===== src/rtl/lc4_muldiv_seq_pkg.sv =====
// Shared types and LC4 decode constants for the MUL/DIV/MOD sequencer.
package lc4_pkg;

  typedef enum logic [1:0] {
    IDLE = 2'd0,
    MUL  = 2'd1,
    DIV  = 2'd2,
    DONE = 2'd3
  } state_e;

  typedef enum logic {
    STEP_MUL = 1'b0,
    STEP_DIV = 1'b1
  } step_mode_e;

  localparam logic [3:0] OP_ARITH = 4'b0001;
  localparam logic [3:0] OP_SHIFT = 4'b1010;
  localparam logic [2:0] SUB_MUL  = 3'b001;
  localparam logic [2:0] SUB_DIV  = 3'b011;
  localparam logic [1:0] SHF_MOD  = 2'b11;

  function automatic logic dec_is_mul(input logic [3:0] op, input logic [2:0] sub);
    return (op == OP_ARITH) && (sub == SUB_MUL);
  endfunction

  function automatic logic dec_is_div(input logic [3:0] op, input logic [2:0] sub);
    return (op == OP_ARITH) && (sub == SUB_DIV);
  endfunction

  function automatic logic dec_is_mod(input logic [3:0] op, input logic [1:0] shf);
    return (op == OP_SHIFT) && (shf == SHF_MOD);
  endfunction

endpackage


===== src/rtl/lc4_muldiv_seq_if.sv =====
// Handshake/data bundle between the execute stage and the MUL/DIV/MOD sequencer.
interface lc4_muldiv_seq_if #(
  parameter int WORD_SIZE = 16
);
  logic                 i_valid;
  logic                 o_ready;
  logic [15:0]          i_insn;
  logic [WORD_SIZE-1:0] i_r1data;
  logic [WORD_SIZE-1:0] i_r2data;
  logic                 i_flush;
  logic                 o_busy;
  logic                 o_valid;
  logic [WORD_SIZE-1:0] o_result;
  logic                 i_ack;

  modport master (
    output i_valid, i_insn, i_r1data, i_r2data, i_flush, i_ack,
    input  o_ready, o_busy, o_valid, o_result
  );

  modport slave (
    input  i_valid, i_insn, i_r1data, i_r2data, i_flush, i_ack,
    output o_ready, o_busy, o_valid, o_result
  );
endinterface


===== src/rtl/lc4_muldiv_seq_step.sv =====
// One combinational iteration: shift-add multiply step or restoring-divide step.
module lc4_muldiv_step
  import lc4_pkg::*;
#(
  parameter int WORD_SIZE = 16
) (
  input  step_mode_e           mode_i,
  input  logic [WORD_SIZE-1:0] a_i,
  input  logic [WORD_SIZE-1:0] b_i,
  input  logic [WORD_SIZE-1:0] c_i,
  output logic [WORD_SIZE-1:0] a_o,
  output logic [WORD_SIZE-1:0] b_o,
  output logic [WORD_SIZE-1:0] c_o
);
  // MUL: a=accumulator, b=multiplicand (shifts left), c=multiplier (shifts right).
  // DIV: a=remainder, b=divisor, c=dividend shifting out MSB-first / quotient shifting in.
  logic [WORD_SIZE:0]   rem_sh;
  logic [WORD_SIZE+1:0] diff;
  logic                 unused_diff_bit;

  assign unused_diff_bit = diff[WORD_SIZE];

  always_comb begin
    a_o    = a_i;
    b_o    = b_i;
    c_o    = c_i;
    rem_sh = {a_i, c_i[WORD_SIZE-1]};
    diff   = {1'b0, rem_sh} - {2'b00, b_i};
    if (mode_i == STEP_MUL) begin
      if (c_i[0]) begin
        a_o = a_i + b_i;
      end
      b_o = b_i << 1;
      c_o = c_i >> 1;
    end else begin
      // Remainder stays below the divisor, so the low WORD_SIZE bits hold it exactly.
      if (!diff[WORD_SIZE+1]) begin
        a_o = diff[WORD_SIZE-1:0];
        c_o = {c_i[WORD_SIZE-2:0], 1'b1};
      end else begin
        a_o = rem_sh[WORD_SIZE-1:0];
        c_o = {c_i[WORD_SIZE-2:0], 1'b0};
      end
    end
  end
endmodule


===== src/rtl/lc4_muldiv_seq.sv =====
// Multi-cycle LC4 MUL/DIV/MOD sequencer. Optional macro LC4_MULDIV_EARLY_EXIT_EN
// lets MUL finish as soon as the remaining multiplier bits are all zero.
module lc4_muldiv_seq
  import lc4_pkg::*;
#(
  parameter int WORD_SIZE = 16
) (
  input logic                clk,
  input logic                rst,
  lc4_muldiv_seq_if.slave    bus
);
  localparam int CNT_W = $clog2(WORD_SIZE);

  state_e               state_q, state_d;
  logic [CNT_W-1:0]     cnt_q, cnt_d;
  logic [WORD_SIZE-1:0] a_q, a_d, b_q, b_d, c_q, c_d;
  logic [WORD_SIZE-1:0] result_q, result_d;
  logic                 is_mod_q, is_mod_d;

  step_mode_e           step_mode;
  logic [WORD_SIZE-1:0] a_s, b_s, c_s;
  logic                 dec_mul, dec_div, dec_mod, last_iter, mul_done;
  logic                 unused_insn;

  assign dec_mul     = dec_is_mul(bus.i_insn[15:12], bus.i_insn[5:3]);
  assign dec_div     = dec_is_div(bus.i_insn[15:12], bus.i_insn[5:3]);
  assign dec_mod     = dec_is_mod(bus.i_insn[15:12], bus.i_insn[5:4]);
  assign unused_insn = ^{bus.i_insn[11:6], bus.i_insn[2:0]};
  assign last_iter   = (cnt_q == CNT_W'(WORD_SIZE - 1));
  assign step_mode   = (state_q == MUL) ? STEP_MUL : STEP_DIV;

`ifdef LC4_MULDIV_EARLY_EXIT_EN
  assign mul_done = last_iter || (c_s == '0);
`else
  assign mul_done = last_iter;
`endif

  lc4_muldiv_step #(.WORD_SIZE(WORD_SIZE)) u_step (
    .mode_i (step_mode),
    .a_i    (a_q),
    .b_i    (b_q),
    .c_i    (c_q),
    .a_o    (a_s),
    .b_o    (b_s),
    .c_o    (c_s)
  );

  always_comb begin
    state_d  = state_q;
    cnt_d    = cnt_q;
    a_d      = a_q;
    b_d      = b_q;
    c_d      = c_q;
    result_d = result_q;
    is_mod_d = is_mod_q;
    case (state_q)
      IDLE: begin
        if (bus.i_valid && (dec_mul || dec_div || dec_mod)) begin
          a_d   = '0;
          cnt_d = '0;
          if (dec_mul) begin
            b_d     = bus.i_r1data;
            c_d     = bus.i_r2data;
            state_d = MUL;
`ifdef LC4_MULDIV_EARLY_EXIT_EN
            if (bus.i_r2data == '0) begin
              state_d  = DONE;
              result_d = '0;
            end
`endif
          end else begin
            b_d      = bus.i_r2data;
            c_d      = bus.i_r1data;
            is_mod_d = dec_mod;
            if (bus.i_r2data == '0) begin
              state_d  = DONE;
              result_d = '0;
            end else begin
              state_d = DIV;
            end
          end
        end
      end
      MUL: begin
        a_d   = a_s;
        b_d   = b_s;
        c_d   = c_s;
        cnt_d = cnt_q + 1'b1;
        if (mul_done) begin
          state_d  = DONE;
          result_d = a_s;
        end
      end
      DIV: begin
        a_d   = a_s;
        b_d   = b_s;
        c_d   = c_s;
        cnt_d = cnt_q + 1'b1;
        if (last_iter) begin
          state_d  = DONE;
          result_d = is_mod_q ? a_s : c_s;
        end
      end
      DONE: begin
        if (bus.i_ack) begin
          state_d = IDLE;
        end
      end
      default: state_d = IDLE;
    endcase
    // Flush wins over everything, including a result that would land this edge.
    if (bus.i_flush) begin
      state_d  = IDLE;
      result_d = result_q;
    end
  end

  always_ff @(posedge clk) begin
    if (rst) begin
      state_q  <= IDLE;
      cnt_q    <= '0;
      a_q      <= '0;
      b_q      <= '0;
      c_q      <= '0;
      result_q <= '0;
      is_mod_q <= 1'b0;
    end else begin
      state_q  <= state_d;
      cnt_q    <= cnt_d;
      a_q      <= a_d;
      b_q      <= b_d;
      c_q      <= c_d;
      result_q <= result_d;
      is_mod_q <= is_mod_d;
    end
  end

  assign bus.o_ready  = (state_q == IDLE);
  assign bus.o_busy   = (state_q != IDLE);
  assign bus.o_valid  = (state_q == DONE);
  assign bus.o_result = result_q;
endmodule


===== src/flat_wrapper.sv =====
// flat-port wrapper written by rule: the top's interface ports become plain ports
module lc4_muldiv_seq_flat import lc4_pkg::*;
#(
  parameter int WORD_SIZE = 16
)
  (clk, rst, bus_i_valid, bus_i_insn, bus_i_r1data, bus_i_r2data, bus_i_flush, bus_i_ack, bus_o_ready, bus_o_busy, bus_o_valid, bus_o_result);
  lc4_muldiv_seq_if #(.WORD_SIZE(WORD_SIZE)) bus_i ();
  input logic clk;
  input logic rst;
  input wire logic [$bits(bus_i.i_valid)-1:0] bus_i_valid;
  input wire logic [$bits(bus_i.i_insn)-1:0] bus_i_insn;
  input wire logic [$bits(bus_i.i_r1data)-1:0] bus_i_r1data;
  input wire logic [$bits(bus_i.i_r2data)-1:0] bus_i_r2data;
  input wire logic [$bits(bus_i.i_flush)-1:0] bus_i_flush;
  input wire logic [$bits(bus_i.i_ack)-1:0] bus_i_ack;
  output wire logic [$bits(bus_i.o_ready)-1:0] bus_o_ready;
  output wire logic [$bits(bus_i.o_busy)-1:0] bus_o_busy;
  output wire logic [$bits(bus_i.o_valid)-1:0] bus_o_valid;
  output wire logic [$bits(bus_i.o_result)-1:0] bus_o_result;
  assign bus_i.i_valid = bus_i_valid;
  assign bus_i.i_insn = bus_i_insn;
  assign bus_i.i_r1data = bus_i_r1data;
  assign bus_i.i_r2data = bus_i_r2data;
  assign bus_i.i_flush = bus_i_flush;
  assign bus_i.i_ack = bus_i_ack;
  assign bus_o_ready = bus_i.o_ready;
  assign bus_o_busy = bus_i.o_busy;
  assign bus_o_valid = bus_i.o_valid;
  assign bus_o_result = bus_i.o_result;
  lc4_muldiv_seq #(.WORD_SIZE(WORD_SIZE)) u_core (.clk(clk), .rst(rst), .bus(bus_i));
endmodule

===== config.mk =====
export PLATFORM = sky130hd
export DESIGN_NAME = lc4_muldiv_seq_flat
export DESIGN_NICKNAME = d
export VERILOG_FILES = /design/src/rtl/lc4_muldiv_seq_pkg.sv /design/src/rtl/lc4_muldiv_seq_if.sv /design/src/rtl/lc4_muldiv_seq_step.sv /design/src/rtl/lc4_muldiv_seq.sv /design/src/flat_wrapper.sv
export SDC_FILE = /design/constraint.sdc
export NUM_CORES = 1
export LEC_CHECK = 0
export CAP_MARGIN = 20
export CORE_MARGIN = 10
export CORE_UTILIZATION = 45
export CTS_CLUSTER_DIAMETER = 80
export CTS_CLUSTER_SIZE = 8
export DETAILED_ROUTE_END_ITERATION = 8
export GPL_TIMING_DRIVEN = 1
export HOLD_SLACK_MARGIN = 0.12
export MAX_ROUTING_LAYER = met4
export PLACE_DENSITY = 0.66
export SETUP_SLACK_MARGIN = 0.5
export SLEW_MARGIN = 15
export SYNTH_ARGS = -nofsm -noshare
export SYNTH_HDL_FRONTEND = slang
export SYNTH_HIERARCHICAL = 1
export SYNTH_SLANG_ARGS = --single-unit

===== constraint.sdc =====
create_clock -name clk -period 7.2 [get_ports clk]
set_input_delay 0.72 -clock clk [delete_from_list [all_inputs] [get_ports clk]]
set_output_delay 0.72 -clock clk [all_outputs]
set_load 0.01 [all_outputs]

# After elaboration in Yosys (flattened, before gate mapping)
# Cells that the tools add are included.
# totals
inputBits	53
register_bits	71
n_memories	0
mem_bits_rw	0
latchBits	0
romBits	0
# op_classes
n_div	0
order_cmp	0
n_addsub	3
mul	0
eq_ne	17
mux	29
bitwise	2
shift	0
reduce_logical	18
# op_table
cell	n
16-bit 2-to-1 mux	16
16-bit case mux with 2 select lines	3
16-bit case mux with 3 select lines	1
17-bit by 16-bit subtractor with 18-bit output	1
16-bit adder	1
16-bit zero test	1
2-bit by 1-bit inequality test with 1-bit output (second input constant)	6
3-bit AND reduction	3
4-bit equality test (second input constant)	2
2-bit 2-to-1 mux	4
4-bit case mux with 2 select lines	1
7-bit AND reduction	1
2-bit equality test (second input constant)	3
2-bit case mux with 3 select lines	1
4-bit by 1-bit adder with 4-bit output (second input constant)	1
4-bit by 1-bit equality test with 1-bit output (second input constant)	1
1-bit logical AND	4
4-bit 2-to-1 mux	1
2-bit inequality test (second input constant)	2
2-bit nonzero test	2
2-bit OR reduction	2
3-bit by 1-bit equality test with 1-bit output (second input constant)	1
3-bit by 2-bit equality test with 1-bit output (second input constant)	1
3-bit nonzero test	1
6 further kinds	9

# Depth between registers and ports, before layout
# Gate-level depths: netlist (run 1).
# logic_depth
ltp_word	7
depth_mapped	15
ltp_nobuf	14

# Modules after synthesis
# Netlist (run 1), hierarchy kept.
# by_module_without_submodules
mod	instances	cells_each	seq_area_each_um2	area_each_um2
lc4_muldiv_seq	1	379	1421.4	3701.0
lc4_muldiv_step	1	370	0.0	2491.1

# Worst setup path before layout (run 1)
# OpenSTA, ideal clock, no wires.
# synth_path
path_kind	register to register
from	register u_core.b_q[0]
to	register u_core.result_q[14], in the netlist u_core/bus.o_result[14]
synth_period_minus_slack_ns	2.764
slack_ns	4.436
required_time_ns	7.120
stages_incl_launch_ff	13
path_buffers	0
setup_time_ns	0.080
t_arrival_ns	2.684
cell_sequence	dfxtp_1 ha_1 inv_1 fa_1 a21o_1 a221oi_2 o21ai_1 o2111ai_1 a21boi_1 mux2_4 a221oi_2 a22oi_1 a211oi_2
# synth_via
elab_chain_cells	6
# synth_lines
item	line_no	text
start: declaration	lc4_muldiv_seq.sv:16	logic [WORD_SIZE-1:0] a_q, a_d, b_q, b_d, c_q, c_d;
start signal: assignment	lc4_muldiv_seq.sv:123	b_q <= '0;
start signal: assignment	lc4_muldiv_seq.sv:131	b_q <= b_d;
17-bit by 16-bit subtractor with 18-bit output or 16-bit adder (tied branches)	lc4_muldiv_seq_step.sv:28, lc4_muldiv_seq_step.sv:31	
16-bit 2-to-1 mux, on equally long branches	lc4_muldiv_seq_step.sv:37, lc4_muldiv_seq_step.sv:30	
16-bit 2-to-1 mux (*)	lc4_muldiv_seq_step.sv:29	if (mode_i == STEP_MUL) begin
net u_core.a_s[14]	lc4_muldiv_seq.sv:21	logic [WORD_SIZE-1:0] a_s, b_s, c_s;
16-bit 2-to-1 mux	lc4_muldiv_seq.sv:101	result_d = is_mod_q ? a_s : c_s;
16-bit 2-to-1 mux	lc4_muldiv_seq.sv:99	if (last_iter) begin
16-bit case mux with 3 select lines (*)	lc4_muldiv_seq.sv:56	case (state_q)
end signal: assignment	lc4_muldiv_seq.sv:133	result_q <= result_d;
end: declaration	lc4_muldiv_seq.sv:17	logic [WORD_SIZE-1:0] result_q, result_d;
# The timed path passes the listed nets; every way through them passes the cells marked *. The select of a mux whose other input is x is not followed.
# A chain may end at the register's enable or synchronous reset.

# Worst setup path in the final report (run 1)
# layout_path
from	register u_core.b_q[11]
to	register u_core.result_q[5], in the netlist u_core/bus.o_result[5]
# layout_via
elab_chain_cells	6
# layout_lines
item	line_no	text
17-bit by 16-bit subtractor with 18-bit output (*)	lc4_muldiv_seq_step.sv:28	diff = {1'b0, rem_sh} - {2'b00, b_i};
16-bit 2-to-1 mux (*)	lc4_muldiv_seq_step.sv:37	if (!diff[WORD_SIZE+1]) begin
16-bit 2-to-1 mux (*)	lc4_muldiv_seq_step.sv:29	
net u_core.a_s[5]	lc4_muldiv_seq.sv:21	
16-bit 2-to-1 mux	lc4_muldiv_seq.sv:101	
16-bit 2-to-1 mux	lc4_muldiv_seq.sv:99	
16-bit case mux with 3 select lines (*)	lc4_muldiv_seq.sv:56	
# Marked as above.

==> flow_summary.ini, run 1 <==
[outcome]
status = completed

[route]
route.vias.total = 5803
drt-wirelength-per-cell_um = 18.85
totalWireLength_mm = 18.08
drcViolationCount = 0
vias_per_cell = 6.051
first_pass_iters = 5
drt-initial-drc-count = 530
drtAntennaViolNets = 0

[critical_path]
cp_max_fo = 27
reg2reg_from = u_core/b_q[11]
crit_required_ps = 7410
critPathLaunch = u_core/b_q[11]
r2r-end = u_core/bus.o_result[5]
crit_type = reg2reg
rrSetupSlack_ps = 3610
reg2reg_depth = 13
worst_setup_path_start_kind = flop
cp.arrival_ps = 3800
critPathCaptureType = flop
cp-endpoint = u_core/bus.o_result[5]

[sta]
hold_viol = 0
finalSetupViolations = 0
rsz0062_at_grt = false
period_share_pct = 49.85
drv_slew = 0
worst_pin_slew_ps = 1040
finalCriticalPeriod_ps = 3589
fmax_mhz = 278.6
finalSetupTns_ps = 0
fin_skew_ps = 4.940
relSlewSlack_pct = 30.50

[logic_synthesis]
netlist_area_um2 = 6192
netlist.area_leader.share_pct = 22.95
synth_cells = 749
ys_seq_area_share_pct = 22.95
synth.avg_cell_area_um2 = 8.267
synth_area_leaders = dfxtp_1, mux2_2, ha_1, mux2i_1, o21ai_0
yosys_warnings = 6
synth-async-reset-ratio_pct = 0
yosys.area.top_type = dfxtp_1
synth_common_cells = dfxtp_1, o21ai_0, nor2_1
ys.flop_type = dfxtp_1
synth_edf_count = 0
yosysMostFrequentCell = dfxtp_1
synth.distinct_cells = 70
synthesis.nets = 841
ys_seq_elements = 71

[global_route]
grt_usage_pct = 19.66
grt_pass1_wl_mm = 29.30
overflow = 0
antenna_found_initial = 0
grt_pass1_vias = 5635
grt_max_degree = 75

[finish]
diodes = 0
layout-drive-gt1-share_pct = 12.77
fillers = 1275
final_util_pct = 53.75
syn_to_final_growth_pct = 15.86
nNetsFinal = 870
stdcell_area_um2 = 7174
register_area_um2 = 1421
multi_input_area_um2 = 4420

[placement]
portBuffers = 62
dpl_cell_area_um2 = 6850
place_hpwl_mm = 13.30
place_congestion = 0.9233

[die]
dieArea_um2 = 18850
initial_core_util_pct = 46.39
chipWidth_um = 137.3
ioPinCount = 72
die_y_um = 137.3
rows = 42
core-area_um2 = 13350

[power_and_ir_drop]
intPower_uw = 741.0
p_leak_nw = 2.694
p_seq_share_pct = 40.3
ir_worst_vdd_uv = 115.6
cellPowerDensity_nw_per_um2 = 136.9
p_comb_share_pct = 12.8
totalPowerFinal_uw = 981.9
clockPowerShare_pct = 46.8
netSwitchingFraction_pct = 24.54
p_switching_uw = 240.9

[worst_hold_path]
hp-class = reg2reg

[cts]
clockBufferDepth = 2
cts_max_level = 3
hold_buffers = 0
path_clk_slew_ps = 60
cts_root_buf = clkbuf_16
cts_num_sinks = 71
cts_repair_resize_count = 0
clkLatencyLatePin_ps = 340
cts_buffers = 9
postCtsSetupRepairBufs = 0
cts_tree = built

[flow_run]
cap_violations = 0
power groups by stage:
stage,clock (mW),sequential [mW],combinational [mW]
2_1_floorplan,0,0.404,0.0740
3_3_place_gp,0,0.405,0.121
3_5_place_dp,0,0.405,0.123
4_1_cts,0.469,0.396,0.124
5_1_grt,0.483,0.396,0.136
6_report,0.460,0.396,0.126
sequential cells by signal, summed over array words and instances (netlist names):
signal,flops
u_core/a_q,16
u_core/b_q,16
u_core/bus.o_result,16
u_core/c_q,16
u_core/cnt_q,4
u_core/is_mod_q,1
u_core/state_q,2
worst max-delay path, stage by stage (launching register included):
cell,delay (ps)
dfxtp_1,370
inv_1,100
ha_1,470
and4_1,290
nand4_1,170
a211o_1,370
nand3_2,470
o21ai_0,210
o21ai_1,120
a21oi_1,180
mux2_2,340
a22o_1,190
nand4b_1,90
o21ai_0,90
cell type report:
type	instances	share of cell area, %
multi-input cells	594	61.61
repair buffers	70	9.522
inverters	32	1.674
flip-flops and latches	71	19.81
clock buffers	11	3.523
clock inverters	5	0.7848
well taps	176	3.069
through the flow:
| step | std cells | hold WS (ps) | setup WS, ps |
|---|---|---|---|
| 2_1_floorplan | 749 | 454.6 | 4436 |
| 3_3_place_gp | 942 | 467.8 | 3619 |
| 3_5_place_dp | 942 | 476.6 | 3551 |
| 4_1_cts | 958 | 484.8 | 3689 |
| 5_1_grt | 959 | 494.7 | 3307 |
| 6_report | 959 | 485.2 | 3611 |
worst min-delay path by stage:
stage	start	to	slack, ps	depth (start not counted)
global route	u_core/bus.o_result[5]	u_core/bus.o_result[5]	490	2
CTS	u_core/bus.o_result[5]	u_core/bus.o_result[5]	480	2
floorplan	u_core/cnt_q[3]	u_core/cnt_q[3]	450	2
detailed placement	u_core/bus.o_result[5]	u_core/bus.o_result[5]	480	2
global placement	u_core/cnt_q[3]	u_core/cnt_q[3]	470	2
finish	u_core/bus.o_result[5]	u_core/bus.o_result[5]	490	2
placed cells by master, fill, tap and decap left out, drive strengths merged, types with 12 or more instances in the layout:
master,synthesis,layout
a21oi,33,33
nor2,50,50
o21ai,79,79
inv,31,31
xnor2,12,12
nand3b,34,34
a21o,14,14
ha,37,37
mux2,50,50
a22oi,32,32
a211oi,23,23
nand2,47,47
nand3,12,12
dfxtp,71,71
clkdlybuf4s50,0,61
mux2i,45,45
layer usage:
layer	vias to the layer above	part of all wire [%]	GRT usage (%)
met4	0	1.7	6.030
met5	-	0	-
met3	25	6.1	3.205
met2	200	45	29.73
met1	2734	47	26.30
li1	2844	-	-
kinds of logic (layout without fill, tap and decap cells):
kind of cell	count (synthesis)	count (layout)	share of synthesized area [%]
and+or+nand+nor	202	202	17.22
AOI/OAI and AO/OA	239	239	26.69
xor gates and xnor gates	19	19	2.687
DFF	71	71	22.95
muxes	95	95	16.49
adders and majority gates	39	39	8.123
buffers and inverters	84	118	5.839
No activity file was read; power rests on OpenSTA's default activity.
==> run 2: changes to the inputs <==
PLACE_DENSITY = 0.69   (was 0.66)
clock period = 2.96 ns   (was 7.2 ns; I/O delays follow)
==> run 2 against run 1 <==
- worst setup slack lost 3600 ps
- total power grew to 2.5 times the previous value
- via count increased by 8.6%
- worst hold slack got worse by 100 ps
- critical path type unchanged
==> flow_summary.ini, run 2 (synthesized netlist as in run 1, its figures left out) <==
[finish]
final_cell_mix = buf_4, clkdlybuf4s50_1, o21ai_0
layout-drive-gt1-share_pct = 33.18
diodes = 0
stdcell_area_um2 = 8388
fillers = 1142
fin_cells = 1029
final_util_pct = 62.84
layout_commonest_cell = buf_4
nNetsFinal = 940
syn_to_final_growth_pct = 35.46

[placement]
place_congestion = 0.9096
dpl.cell_count = 973
portBuffers = 62
dpl_cell_area_um2 = 7221
place_hpwl_mm = 14.13

[global_route]
grt_pass1_wl_mm = 31.70
grt_max_degree = 55
grt_pass1_vias = 6166
overflow = 0
grt_usage_pct = 21.19
antenna_found_initial = 0

[sta]
rsz0062_at_grt = true
hold_viol = 0
finalCriticalPeriod_ps = 2941
drv_slew = 0
relSlewSlack_pct = 54.46
finalSetupViolations = 0
fmax_mhz = 340.1
worst_pin_slew_ps = 682.2
finalSetupTns_ps = 0
holdWs_ps = 384.9
fin_skew_ps = 6.361
period_share_pct = 99.34

[critical_path]
critPathCaptureType = flop
crit_chain = inv_2 > ha_4 > inv_2 > fa_2 > a21o_1 > a221o_1 > a211oi_2 > nor2_1 > a31oi_1 > o221ai_1 > o31a_1 > a22oi_2 > a211oi_2
crit_required_ps = 3150
worst_setup_path_start_kind = flop
cp_max_fo = 4
cp.arrival_ps = 3130
crit_type = reg2reg
worst_path_max_delay_cell = a221o_1
critPathMaxStageDelay_ps = 400

[route]
route.vias.total = 6302
wl_met1_mm = 9.120
totalWireLength_mm = 20.42
drcViolationCount = 0
topRoutingLayerUsed = met4
drtAntennaViolNets = 0
drt-wirelength-per-cell_um = 19.85
wl_met3_mm = 1.209
drt-initial-drc-count = 454
wl_met2_mm = 9.825
vias_per_cell = 6.124
first_pass_iters = 5

[cts]
cts_max_level = 3
cts_num_sinks = 71
clkLatencyLatePin_ps = 330
clockBufferDepth = 2
cts_root_buf = clkbuf_16
path_clk_slew_ps = 60
cts_buffers = 9
cts_tree = built

[flow_run]
cap_violations = 0

[worst_hold_path]
hp-class = in2reg

[die]
chipWidth_um = 137.3
core-area_um2 = 13350
die_y_um = 137.3
initial_core_util_pct = 46.39
dieArea_um2 = 18850
ioPinCount = 72
rows = 42

[power_and_ir_drop]
cellPowerDensity_nw_per_um2 = 297.4
p_leak_nw = 3.131
ir_worst_vdd_uv = 232.0

[outcome]
status = completed
[run 2: worst paths after layout]
check,start,to,slack [ps],depth (start not counted)
min,rst,u_core/a_q[5],380,2
max,u_core/c_q[15],u_core/bus.o_result[12],20,13
min reg2reg,u_core/bus.o_result[5],u_core/bus.o_result[5],480,2
max reg2reg,u_core/c_q[15],u_core/bus.o_result[12],20,13
[run 2: cell type report]
type | count | area [um^2] | share of cell area, %
multi-input combinational | 595 | 5027 | 59.93
sequential | 71 | 1465 | 17.47
timing repair buffer | 139 | 1264 | 15.07
clock buffer | 9 | 225.2 | 2.685
tap | 176 | 220.2 | 2.625
inverter | 32 | 122.6 | 1.462
clock inverter | 7 | 63.81 | 0.7607
[run 2: worst max-delay path: cells and delay by family (launching register included)]
| family | cells | cell delay, ps |
|---|---|---|
| AO/OA/AOI/OAI | 8 | 1810 |
| adder cells (fa/ha/maj) | 2 | 470 |
| buffers and inverters | 2 | 110 |
| flip-flops | 1 | 320 |
| AND/OR/NAND/NOR | 1 | 100 |
[run 2: what timing repair did]
item	in CTS	in global routing
setup endpoints to repair	32	69
resized for setup	59	74
hold buffers	0	0
buffers inserted	23	15
cloned	2	0
pin swaps	34	35
[run 2: routing by layer]
metal  global-route usage, %  up-vias
li1                        -     2999
met1                   27.17     3047
met2                   34.55      229
met3                   3.168       27
met4                   4.684        0
met5                       -        -
[run 2: power breakdown]
part | leakage (nW) | switching, mW | internal (mW)
Combinational | 2.40 | 0.215 | 0.247
Clock | 0.149 | 0.428 | 0.646
Sequential | 0.585 | 0.00426 | 0.954
[run 2: metrics by stage]
step	setup slack [ps]	power, mW
6_report	19.48	2.495
5_1_grt	-49.41	2.565
4_1_cts	68.95	2.449
3_5_place_dp	22.11	1.313
3_3_place_gp	66.56	1.307
2_1_floorplan	343.7	1.168
